==> src/rtl/qpu_moitf_pkg.sv <==
`default_nettype none
// ============================================================================
// Module      : qpu_moitf_pkg
// Description : Shared defaults and entry layout for the measurement OITF.
// Revision    : 1.0
// ============================================================================
package qpu_moitf_pkg;

    localparam int QPU_QUBIT_NUM        = 12;
    localparam int QPU_RFIDX_REAL_WIDTH = 5;
    localparam int MOITF_DEPTH_DEF      = 4;

    // Entry layout at the default qubit count and register width.
    typedef struct packed {
        logic [QPU_QUBIT_NUM-1:0]        ql;
        logic                            rdwen;
        logic [QPU_RFIDX_REAL_WIDTH-1:0] rdidx;
    } moitf_entry_t;

endpackage
`default_nettype wire

==> src/rtl/qpu_moitf_entry.sv <==
`default_nettype none
// ============================================================================
// Module      : qpu_moitf_entry
// Description : One measurement OITF slot: valid flag, payload, hazard compare.
// Revision    : 1.0
// ============================================================================
module qpu_moitf_entry
    import qpu_moitf_pkg::*;
#(
    parameter int QUBIT_NUM = QPU_QUBIT_NUM,
    parameter int RFIDX_W   = QPU_RFIDX_REAL_WIDTH
) (
    input  logic                 clk,
    input  logic                 rst_n,
    input  logic                 i_set,
    input  logic                 i_clr,
    input  logic [QUBIT_NUM-1:0] i_ql,
    input  logic                 i_rdwen,
    input  logic [RFIDX_W-1:0]   i_rdidx,
    input  logic [QUBIT_NUM-1:0] i_chk_ql,
    input  logic                 i_chk_rs1en,
    input  logic                 i_chk_rs2en,
    input  logic                 i_chk_rdwen,
    input  logic [RFIDX_W-1:0]   i_chk_rs1idx,
    input  logic [RFIDX_W-1:0]   i_chk_rs2idx,
    input  logic [RFIDX_W-1:0]   i_chk_rdidx,
    output logic                 o_valid,
    output logic [QUBIT_NUM-1:0] o_ql,
    output logic                 o_rdwen,
    output logic [RFIDX_W-1:0]   o_rdidx,
    output logic                 o_match_ql,
    output logic                 o_match_rs1,
    output logic                 o_match_rs2,
    output logic                 o_match_rd
);

    logic                 r_valid;
    logic [QUBIT_NUM-1:0] r_ql;
    logic                 r_rdwen;
    logic [RFIDX_W-1:0]   r_rdidx;
    logic                 w_wr_live;

    // Clear wins so that a flush discards an allocation in the same cycle.
    always_ff @(posedge clk or negedge rst_n) begin
        if (!rst_n) begin
            r_valid <= 1'b0;
        end else if (i_clr) begin
            r_valid <= 1'b0;
        end else if (i_set) begin
            r_valid <= 1'b1;
        end
    end

    always_ff @(posedge clk) begin
        if (i_set) begin
            r_ql    <= i_ql;
            r_rdwen <= i_rdwen;
            r_rdidx <= i_rdidx;
        end
    end

    assign w_wr_live   = r_valid & r_rdwen;
    assign o_valid     = r_valid;
    assign o_ql        = r_ql;
    assign o_rdwen     = r_rdwen;
    assign o_rdidx     = r_rdidx;
    assign o_match_ql  = r_valid & (|(r_ql & i_chk_ql));
    assign o_match_rs1 = i_chk_rs1en & w_wr_live & (r_rdidx == i_chk_rs1idx);
    assign o_match_rs2 = i_chk_rs2en & w_wr_live & (r_rdidx == i_chk_rs2idx);
    assign o_match_rd  = i_chk_rdwen & w_wr_live & (r_rdidx == i_chk_rdidx);

endmodule
`default_nettype wire

==> src/rtl/qpu_exu_moitf_param.sv <==
`default_nettype none
// ============================================================================
// Module      : qpu_exu_moitf_param
// Description : Parametrised measurement outstanding-instruction FIFO.
// Revision    : 1.0
// ============================================================================
module qpu_exu_moitf_param
    import qpu_moitf_pkg::*;
#(
    parameter int DEPTH     = MOITF_DEPTH_DEF,
    parameter int QUBIT_NUM = QPU_QUBIT_NUM,
    parameter int RFIDX_W   = QPU_RFIDX_REAL_WIDTH
) (
    input  logic                 clk,
    input  logic                 rst_n,
    input  logic                 i_dis_ena,
    output logic                 o_dis_ready,
    input  logic [QUBIT_NUM-1:0] i_dis_ql,
    input  logic                 i_dis_rdwen,
    input  logic [RFIDX_W-1:0]   i_dis_rdidx,
    input  logic [QUBIT_NUM-1:0] i_chk_ql,
    input  logic                 i_chk_rs1en,
    input  logic                 i_chk_rs2en,
    input  logic                 i_chk_rdwen,
    input  logic [RFIDX_W-1:0]   i_chk_rs1idx,
    input  logic [RFIDX_W-1:0]   i_chk_rs2idx,
    input  logic [RFIDX_W-1:0]   i_chk_rdidx,
    output logic                 o_match_ql,
    output logic                 o_match_rs1,
    output logic                 o_match_rs2,
    output logic                 o_match_rd,
    input  logic                 i_ret_ena,
    output logic [QUBIT_NUM-1:0] o_ret_ql,
    output logic                 o_ret_rdwen,
    output logic [RFIDX_W-1:0]   o_ret_rdidx,
    input  logic                 i_flush,
    output logic                 o_empty,
    output logic                 o_full,
    output logic [$clog2(DEPTH):0] o_count,
    output logic                 o_ret_err
);

    localparam int PTR_W = $clog2(DEPTH);

    logic [PTR_W:0]       r_wr_ptr;
    logic [PTR_W:0]       r_rd_ptr;
    logic                 r_ret_err;
    logic                 w_empty;
    logic                 w_full;
    logic                 w_alloc;
    logic                 w_retire;
    logic [PTR_W-1:0]     w_head;

    logic [DEPTH-1:0]     w_valid;
    logic [DEPTH-1:0]     w_m_ql;
    logic [DEPTH-1:0]     w_m_rs1;
    logic [DEPTH-1:0]     w_m_rs2;
    logic [DEPTH-1:0]     w_m_rd;
    logic [QUBIT_NUM-1:0] w_ent_ql    [DEPTH];
    logic                 w_ent_rdwen [DEPTH];
    logic [RFIDX_W-1:0]   w_ent_rdidx [DEPTH];

    assign w_empty  = (r_wr_ptr == r_rd_ptr);
    assign w_full   = (r_wr_ptr[PTR_W-1:0] == r_rd_ptr[PTR_W-1:0]) &
                      (r_wr_ptr[PTR_W] != r_rd_ptr[PTR_W]);
    assign w_alloc  = i_dis_ena & ~w_full;
    assign w_retire = i_ret_ena & ~w_empty;
    assign w_head   = r_rd_ptr[PTR_W-1:0];

    always_ff @(posedge clk or negedge rst_n) begin
        if (!rst_n) begin
            r_wr_ptr  <= '0;
            r_rd_ptr  <= '0;
            r_ret_err <= 1'b0;
        end else begin
            if (i_ret_ena && w_empty) begin
                r_ret_err <= 1'b1;
            end
            if (i_flush) begin
                r_wr_ptr <= '0;
                r_rd_ptr <= '0;
            end else begin
                if (w_alloc)  r_wr_ptr <= r_wr_ptr + 1'b1;
                if (w_retire) r_rd_ptr <= r_rd_ptr + 1'b1;
            end
        end
    end

    generate
        for (genvar gi = 0; gi < DEPTH; gi++) begin : g_entry
            qpu_moitf_entry #(
                .QUBIT_NUM (QUBIT_NUM),
                .RFIDX_W   (RFIDX_W)
            ) u_entry (
                .clk          (clk),
                .rst_n        (rst_n),
                .i_set        (w_alloc & ~i_flush & (r_wr_ptr[PTR_W-1:0] == PTR_W'(gi))),
                .i_clr        (i_flush | (w_retire & (w_head == PTR_W'(gi)))),
                .i_ql         (i_dis_ql),
                .i_rdwen      (i_dis_rdwen),
                .i_rdidx      (i_dis_rdidx),
                .i_chk_ql     (i_chk_ql),
                .i_chk_rs1en  (i_chk_rs1en),
                .i_chk_rs2en  (i_chk_rs2en),
                .i_chk_rdwen  (i_chk_rdwen),
                .i_chk_rs1idx (i_chk_rs1idx),
                .i_chk_rs2idx (i_chk_rs2idx),
                .i_chk_rdidx  (i_chk_rdidx),
                .o_valid      (w_valid[gi]),
                .o_ql         (w_ent_ql[gi]),
                .o_rdwen      (w_ent_rdwen[gi]),
                .o_rdidx      (w_ent_rdidx[gi]),
                .o_match_ql   (w_m_ql[gi]),
                .o_match_rs1  (w_m_rs1[gi]),
                .o_match_rs2  (w_m_rs2[gi]),
                .o_match_rd   (w_m_rd[gi])
            );
        end
    endgenerate

    // Head fields read as zero whenever the head slot holds nothing.
    always_comb begin
        o_ret_ql    = '0;
        o_ret_rdwen = 1'b0;
        o_ret_rdidx = '0;
        if (w_valid[w_head]) begin
            o_ret_ql    = w_ent_ql[w_head];
            o_ret_rdwen = w_ent_rdwen[w_head];
            o_ret_rdidx = w_ent_rdidx[w_head];
        end
    end

    assign o_match_ql  = |w_m_ql;
    assign o_match_rs1 = |w_m_rs1;
    assign o_match_rs2 = |w_m_rs2;
    assign o_match_rd  = |w_m_rd;
    assign o_dis_ready = ~w_full;
    assign o_empty     = w_empty;
    assign o_full      = w_full;
    assign o_count     = r_wr_ptr - r_rd_ptr;
    assign o_ret_err   = r_ret_err;

endmodule
`default_nettype wire

==> config.mk <==
export PLATFORM = sky130hd
export DESIGN_NAME = qpu_exu_moitf_param
export DESIGN_NICKNAME = d
export VERILOG_FILES = /design/src/rtl/qpu_moitf_pkg.sv /design/src/rtl/qpu_moitf_entry.sv /design/src/rtl/qpu_exu_moitf_param.sv
export SDC_FILE = /design/constraint.sdc
export NUM_CORES = 1
export LEC_CHECK = 0
export BUFFER_PORTS_ARGS = -buffer_cell sky130_fd_sc_hd__buf_2
export CAP_MARGIN = 20
export CORE_MARGIN = 1.5
export CORE_UTILIZATION = 56
export CTS_CLUSTER_DIAMETER = 60
export CTS_CLUSTER_SIZE = 12
export DETAILED_ROUTE_END_ITERATION = 8
export PLACE_DENSITY = 0.86
export REMOVE_ABC_BUFFERS = 1
export SYNTH_ARGS = -nofsm -noshare
export SYNTH_HDL_FRONTEND = slang
export SYNTH_SLANG_ARGS = --single-unit
export TNS_END_PERCENT = 100
==> constraint.sdc <==
create_clock -name clk -period 3.19 [get_ports clk]
set_clock_uncertainty 0.2 [all_clocks]
set_input_delay 0.4785 -clock clk [delete_from_list [all_inputs] [get_ports clk]]
set_output_delay 0.4785 -clock clk [all_outputs]
set_load 0.01 [all_outputs]
Word level (Yosys, flattened, before mapping)
Index checks and enable logic that the tools add are counted.
{ "word_totals": {"reg_bits": 83, "wordCells": 144} }
{ "op_classes": {"addsub": 3, "n_lt_le_gt_ge": 2, "n_eq_ne": 21, "muxes": 26, "bitwise": 56, "n_reduce_logical": 17} }
{ "op_table": {"columns": ["op", "n"], "rows": [
  ["$eq A5 B5 Y1", 12],
  ["$and A12 B12 Y12", 4],
  ["$reduce_or A12 Y1", 4],
  ["$and A1 B1 Y1", 44],
  ["$mux W12", 3],
  ["$bmux W12 S2", 1],
  ["$reduce_or A4 Y1", 4],
  ["$mux W5", 3],
  ["$mux W1", 12],
  ["$mux W3", 4],
  ["$reduce_bool A2 Y1", 6],
  ["$bmux W5 S2", 1],
  ["$eq A2 B2 Y1 const B", 4],
  ["$add A3 B1 Y3 const B", 2],
  ["$bmux W1 S2", 2],
  ["$eq A2 B1 Y1 const B", 2],
  ["$logic_not A2 Y1", 2],
  ["$or A1 B1 Y1", 4],
  ["$eq A3 B3 Y1", 1],
  ["$ge A3 B3 Y1 const B", 1],
  ["$lt A2 B3 Y1 const B", 1],
  ["$not A1 Y1", 3],
  ["$not A2 Y3", 1],
  ["$sub A3 B3 Y3", 1],
  ["other kinds (3)", 3]
]} }

Depth between registers and ports, before layout
{ "logic_depth": {"ltp_word": 8, "depth_mapped": 7, "depth_no_buf": 6} }

By module
From an unflattened synthesis, not the netlist that was laid out.
{ "unflattened": {"cells_unflattened": 335, "area_unflattened_um2": 4807.1} }
{ "modules_own_cells": {"columns": ["module", "n_inst", "cells_per_inst", "area_each_um2", "seq_area_each_um2"], "rows": [
  ["qpu_moitf_entry", 4, 53, 844.6, 565.5],
  ["qpu_exu_moitf_param", 1, 123, 1428.9, 175.2]
]} }

Least setup slack after synthesis
No wires, ideal clock.
{ "synth_path": {"path_kind": "reg-to-reg", "start": "register r_rd_ptr[1]", "end": "register g_entry[0].u_entry.r_ql[0], enable pin", "setup_time_ns": 0.376, "arrival_time_ns": 2.235, "slack_ns": 0.379, "stages_incl_launch_ff": 8, "n_path_buf": 1, "period_less_slack_ns": 2.811, "path_cell_list": "dfrtp_1 > clkbuf_1 > inv_1 > ha_1 > nand2_1 > o21a_1 > nor2b_1 > and2_1"} }
{ "synth_via": {"elab_chain_len": 6} }
{ "synth_rtl": {"columns": ["element", "line", "source"], "rows": [
  ["start: declaration", "qpu_exu_moitf_param.sv:46", "logic [PTR_W:0] r_rd_ptr;"],
  ["start signal: assignment", "qpu_exu_moitf_param.sv:84", "if (w_retire) r_rd_ptr <= r_rd_ptr + 1'b1;"],
  ["$eq A2 B2 Y1", "qpu_exu_moitf_param.sv:64", "assign w_full = (r_wr_ptr[PTR_W-1:0] == r_rd_ptr[PTR_W-1:0]) &"],
  ["$and A1 B1 Y1", "qpu_exu_moitf_param.sv:64", null],
  ["$not A1 Y1", "qpu_exu_moitf_param.sv:66", "assign w_alloc = i_dis_ena & ~w_full;"],
  ["$and A1 B1 Y1", "qpu_exu_moitf_param.sv:66", null],
  ["$and A1 B1 Y1 (2 in a row)", "qpu_exu_moitf_param.sv:97", ".i_set (w_alloc & ~i_flush & (r_wr_ptr[PTR_W-1:0] == PTR_W'(gi))),"],
  ["named net g_entry[0].u_entry.i_set", "qpu_moitf_entry.sv:15", "input logic i_set,"],
  ["end signal: assignment", "qpu_moitf_entry.sv:56", "r_ql <= i_ql;"],
  ["end: declaration", "qpu_moitf_entry.sv:38", "logic [QUBIT_NUM-1:0] r_ql;"]
]} }
The timed path passes the listed nets, and every way through them passes these cells.
A chain may end at the register's enable or synchronous reset.

Final worst setup path
{ "layout_path": {"start": "register g_entry[2].u_entry.r_ql[0]", "end": "output o_match_ql"} }
{ "layout_via": {"elab_chain_len": 4} }
{ "layout_rtl": {"columns": ["element", "line", "source"], "rows": [
  ["start: declaration", "qpu_moitf_entry.sv:38", null],
  ["start signal: assignment", "qpu_moitf_entry.sv:56", null],
  ["$and A12 B12 Y12", "qpu_moitf_entry.sv:67", "assign o_match_ql = r_valid & (|(r_ql & i_chk_ql));"],
  ["$reduce_or A12 Y1", "qpu_moitf_entry.sv:67", null],
  ["$and A1 B1 Y1", "qpu_moitf_entry.sv:67", null],
  ["$reduce_or A4 Y1", "qpu_exu_moitf_param.sv:133", "assign o_match_ql = |w_m_ql;"],
  ["end: declaration", "qpu_exu_moitf_param.sv:28", "output logic o_match_ql,"]
]} }
No other way between the ends.

==> results summary <==
The count of endpoints failing hold in the final timing report came out at 0. From synthesis to final layout, the design area changed by 17.2%. The number of port buffers is 81. The finished cells cover 0.00519 mm². Across all setup checks in the final design, the least slack found is 390 ps. The post-detailed-placement half-perimeter wirelength came out at 7550 µm.

The number of cells traversed by the worst register-to-register path came out at 7. The initial standard-cell utilization of the core is 57.6%. From bottom edge to top edge, the die measures 91.9 µm. Averaged over all synthesized cells, the footprint is 14.4 µm². For the pin with the worst max-slew slack, the measured transition is 432 ps. The largest fanout of any net on the critical path is 2. In this run the horizontal extent of the chip is 91.9 µm. TritonCTS built the clock tree. The number of top-level design ports came out at 82.

The number of global-route vias before repair came out at 3101. The required time of the critical path is 2510 ps. The starting DRC count in detailed routing is 271. The buffers inserted during post-CTS setup optimization is 0. The total of max-cap violations came out at 0. The total iterations of the first detailed-routing run came out at 5.

The startpoint of the lowest-slack register-to-register path is r_wr_ptr[0]. Fill cells in the final layout number 547. The number of H-tree branching levels came out at 3. For this run, the leading register cell type out of synthesis is sky130_fd_sc_hd__edfxtp_1. In this run the cell area measured after placement is 0.00498 mm². For the finished layout, the period the worst path requires is 2800 ps. Summed over all failing endpoints, the final setup total negative slack is 0 ps. The global-route wire length before repair is 16300 µm. For this design the static power due to leakage is 1.97 nW. The area of the mapped netlist came out at 0.00443 mm². The number of clock buffers inserted by TritonCTS is 9. The placement row count is 32.

The remaining antenna violation count after routing is 0. The pre-CTS worst setup slack came out at 571 ps. The startpoint identified for the worst hold timing path is i_dis_rdidx[3]. The placeable core region came out at 0.00769 mm².

The number of different library cells in the post-synthesis netlist is 31. The worst hold path class is primary input to flop. The worst pin sits at a relative slew slack of 71.2%. The maximum achievable frequency is 357 MHz. The final critical path takes up 87.8% of the cycle.

The full die area came out at 0.00845 mm². After detailed routing, the average wire length per cell comes to 20.8 µm. The worst setup path is of the flop to primary output kind.

The maximum vdd drop came out at 0.387 mV. The number of antenna violations at the first check in global routing was 0. The flow ran to the end, and the final reports show no timing, DRC or antenna violations.

The synthesized design devotes to its leading area cell type 48.8% of total area. The type of origin of the critical path is a flop. The final routed wirelength across all metal layers came out at 10500 µm. The final weighted congestion of routability-driven global placement came out at 0.954. The completed layout was analyzed and its total power is 2.66 mW. The number of nets in the layout is 463. Walking the worst path, the cells encountered are a22o_1, a221oi_1, a31oi_1, or4_1, buf_2. The via count is 3044. The largest stage delay on the critical path is 530 ps. The biggest area contributor in the post-synthesis netlist is sky130_fd_sc_hd__edfxtp_1. The area occupied by multi-input gates came out at 0.00191 mm². The clock edge transition at the registers on the reported setup and hold paths is 80 ps. Counting instances, the worst hold path has a depth of 1.

Counting flops and latches in the post-synthesis netlist gives 83. The clock passes through at most 2 buffers. After detailed placement, the design holds a cell count of 489. The critical path data arrival time came out at 2120 ps.

The total DRC errors in the routed layout is 0. In the post-synthesis netlist, the biggest area contributors are sky130_fd_sc_hd__edfxtp_1 (49%), sky130_fd_sc_hd__mux4_2 (9.7%), sky130_fd_sc_hd__xor2_1 (8.5%). In this run the worst setup path begins at g_entry[2].u_entry.o_ql[0]. The clock sink count is 83. The overall global routing resource usage is 26.1%. Entering global routing, the biggest net connects 24 pins. The slowest stage of the critical path belongs to the cell sky130_fd_sc_hd__or4_1. The final number of setup-violating endpoints came out at 0. The antenna diode count came out at 0. The gate count after technology mapping came out at 307. The proportion of synthesized flip-flops having asynchronous set or reset is 13.3%. The power density over cell area is 512 mW/mm². The synthesized design contains 72 enable-type register cells.

Summing the sequential cell areas from Yosys gives 55.0% of the chip area. The count of final max-slew check failures is 0. The kind of end point of the critical path is a primary output. The clock root buffer master is sky130_fd_sc_hd__clkbuf_8.

In the final layout, the share of cells above drive strength 1 is 31.0%. The finished layout holds 505 standard cells, fillers aside. The total number of yosys warnings is 0. The final-layout worst hold slack is 133 ps.

The footprint of the flip-flops and latches is 0.00244 mm². The overall overflow remaining after global route came out at 0. The latest clock arrival within the worst-skew pair is 350 ps. The final design utilization is 67.5%.

The ratio of routed vias to standard cells is 6.03. Setup repair after global routing left no endpoint under its margin.
==> kinds of logic (layout without fill, tap and decap cells) <==
family / count (synthesis) / after routing / share of synthesized area (%)
compound gates: 41 / 41 / 7.91
xor+xnor: 67 / 67 / 13.2
fa+ha+maj: 11 / 11 / 3.28
buf+inv: 19 / 115 / 1.78
flops: 83 / 83 / 55.0
mux: 21 / 21 / 10.1
simple gates: 65 / 65 / 8.64
==> synth_stat cells, types with 2 or more instances <==
master / instances
sky130_fd_sc_hd__a211oi_1: 3
sky130_fd_sc_hd__a21oi_1: 3
sky130_fd_sc_hd__a221oi_1: 9
sky130_fd_sc_hd__a221oi_2: 4
sky130_fd_sc_hd__a22o_1: 12
sky130_fd_sc_hd__a31oi_1: 4
sky130_fd_sc_hd__and2_1: 8
sky130_fd_sc_hd__buf_4: 2
sky130_fd_sc_hd__clkbuf_1: 5
sky130_fd_sc_hd__dfrtp_1: 11
sky130_fd_sc_hd__edfxtp_1: 72
sky130_fd_sc_hd__ha_1: 10
sky130_fd_sc_hd__inv_1: 11
sky130_fd_sc_hd__mux2i_1: 2
sky130_fd_sc_hd__mux4_2: 19
sky130_fd_sc_hd__nand3_1: 4
sky130_fd_sc_hd__nand4_1: 14
sky130_fd_sc_hd__nor2_1: 7
sky130_fd_sc_hd__nor2b_1: 20
sky130_fd_sc_hd__nor4_1: 10
sky130_fd_sc_hd__o211ai_1: 2
sky130_fd_sc_hd__xnor2_1: 24
sky130_fd_sc_hd__xor2_1: 43
==> what timing repair did <==
item | 4_1_cts | 5_1_grt
resized for setup | 0 | 0
hold endpoints to repair | 11 | 0
hold buffers | 1 | 0
==> layout by cell type, fill, tap and decap left out, types with 11 or more instances in the layout <==
cell                       instances
sky130_fd_sc_hd__inv_1            11
sky130_fd_sc_hd__mux4_2           19
sky130_fd_sc_hd__a22o_1           12
sky130_fd_sc_hd__buf_2            81
sky130_fd_sc_hd__dfrtp_1          11
sky130_fd_sc_hd__nor2b_1          20
sky130_fd_sc_hd__xnor2_1          24
sky130_fd_sc_hd__nand4_1          14
sky130_fd_sc_hd__xor2_1           43
sky130_fd_sc_hd__edfxtp_1         72
==> final cells by class <==
| type | count | share of cell area, % |
|---|---|---|
| sequential | 83 | 46.9 |
| inverter | 11 | 0.795 |
| tap | 102 | 2.46 |
| multi-input combinational | 205 | 36.8 |
| timing repair buffer | 89 | 9.01 |
| clock inverter | 6 | 1.57 |
| clock buffer | 9 | 2.39 |
==> path summary, 6_finish.rpt <==
| kind | endpoint | slack [ps] |
|---|---|---|
| worst max-delay path | o_match_ql | 390 |
| worst min-delay path | g_entry[0].u_entry.o_rdidx[3] | 130 |
| worst max register to register | g_entry[1].u_entry.o_ql[11] | 590 |
| worst min register to register | o_ret_err | 250 |
| max in group asynchronous | r_wr_ptr[0] | 2250 |
| min in group asynchronous | r_wr_ptr[1] | 330 |
==> where the power goes <==
part | switching (mW) | total, mW | internal [mW] | leakage, nW
logic | 0.323 | 0.617 | 0.294 | 1.07
registers | 0.0400 | 1.26 | 1.22 | 0.799
clock network | 0.351 | 0.781 | 0.431 | 0.103
==> state kept, by name, indices dropped and copies added, names as in the netlist <==
register                 flops
g_entry.u_entry.o_rdwen      4
g_entry.u_entry.o_ql        48
r_wr_ptr                     3
o_ret_err                    1
r_rd_ptr                     3
g_entry.u_entry.o_rdidx     20
g_entry.u_entry.o_valid      4
==> worst max-delay path: cells and delay by family (launching register included) <==
kind                   cells  cell delay, ps
AO/OA/AOI/OAI              3             650
AND/OR/NAND/NOR            1             530
flip-flops                 1             420
buffers and inverters      1             170
==> routing by layer <==
metal	vias up	GRT usage (%)	part of all wire [%]
li1	1370	-	-
met1	1464	32.6	39
met2	183	45.0	51
met3	27	6.14	7.7
met4	0	8.21	1.7
met5	-	0	0
Note: power is estimated with default switching activity, not from simulation.
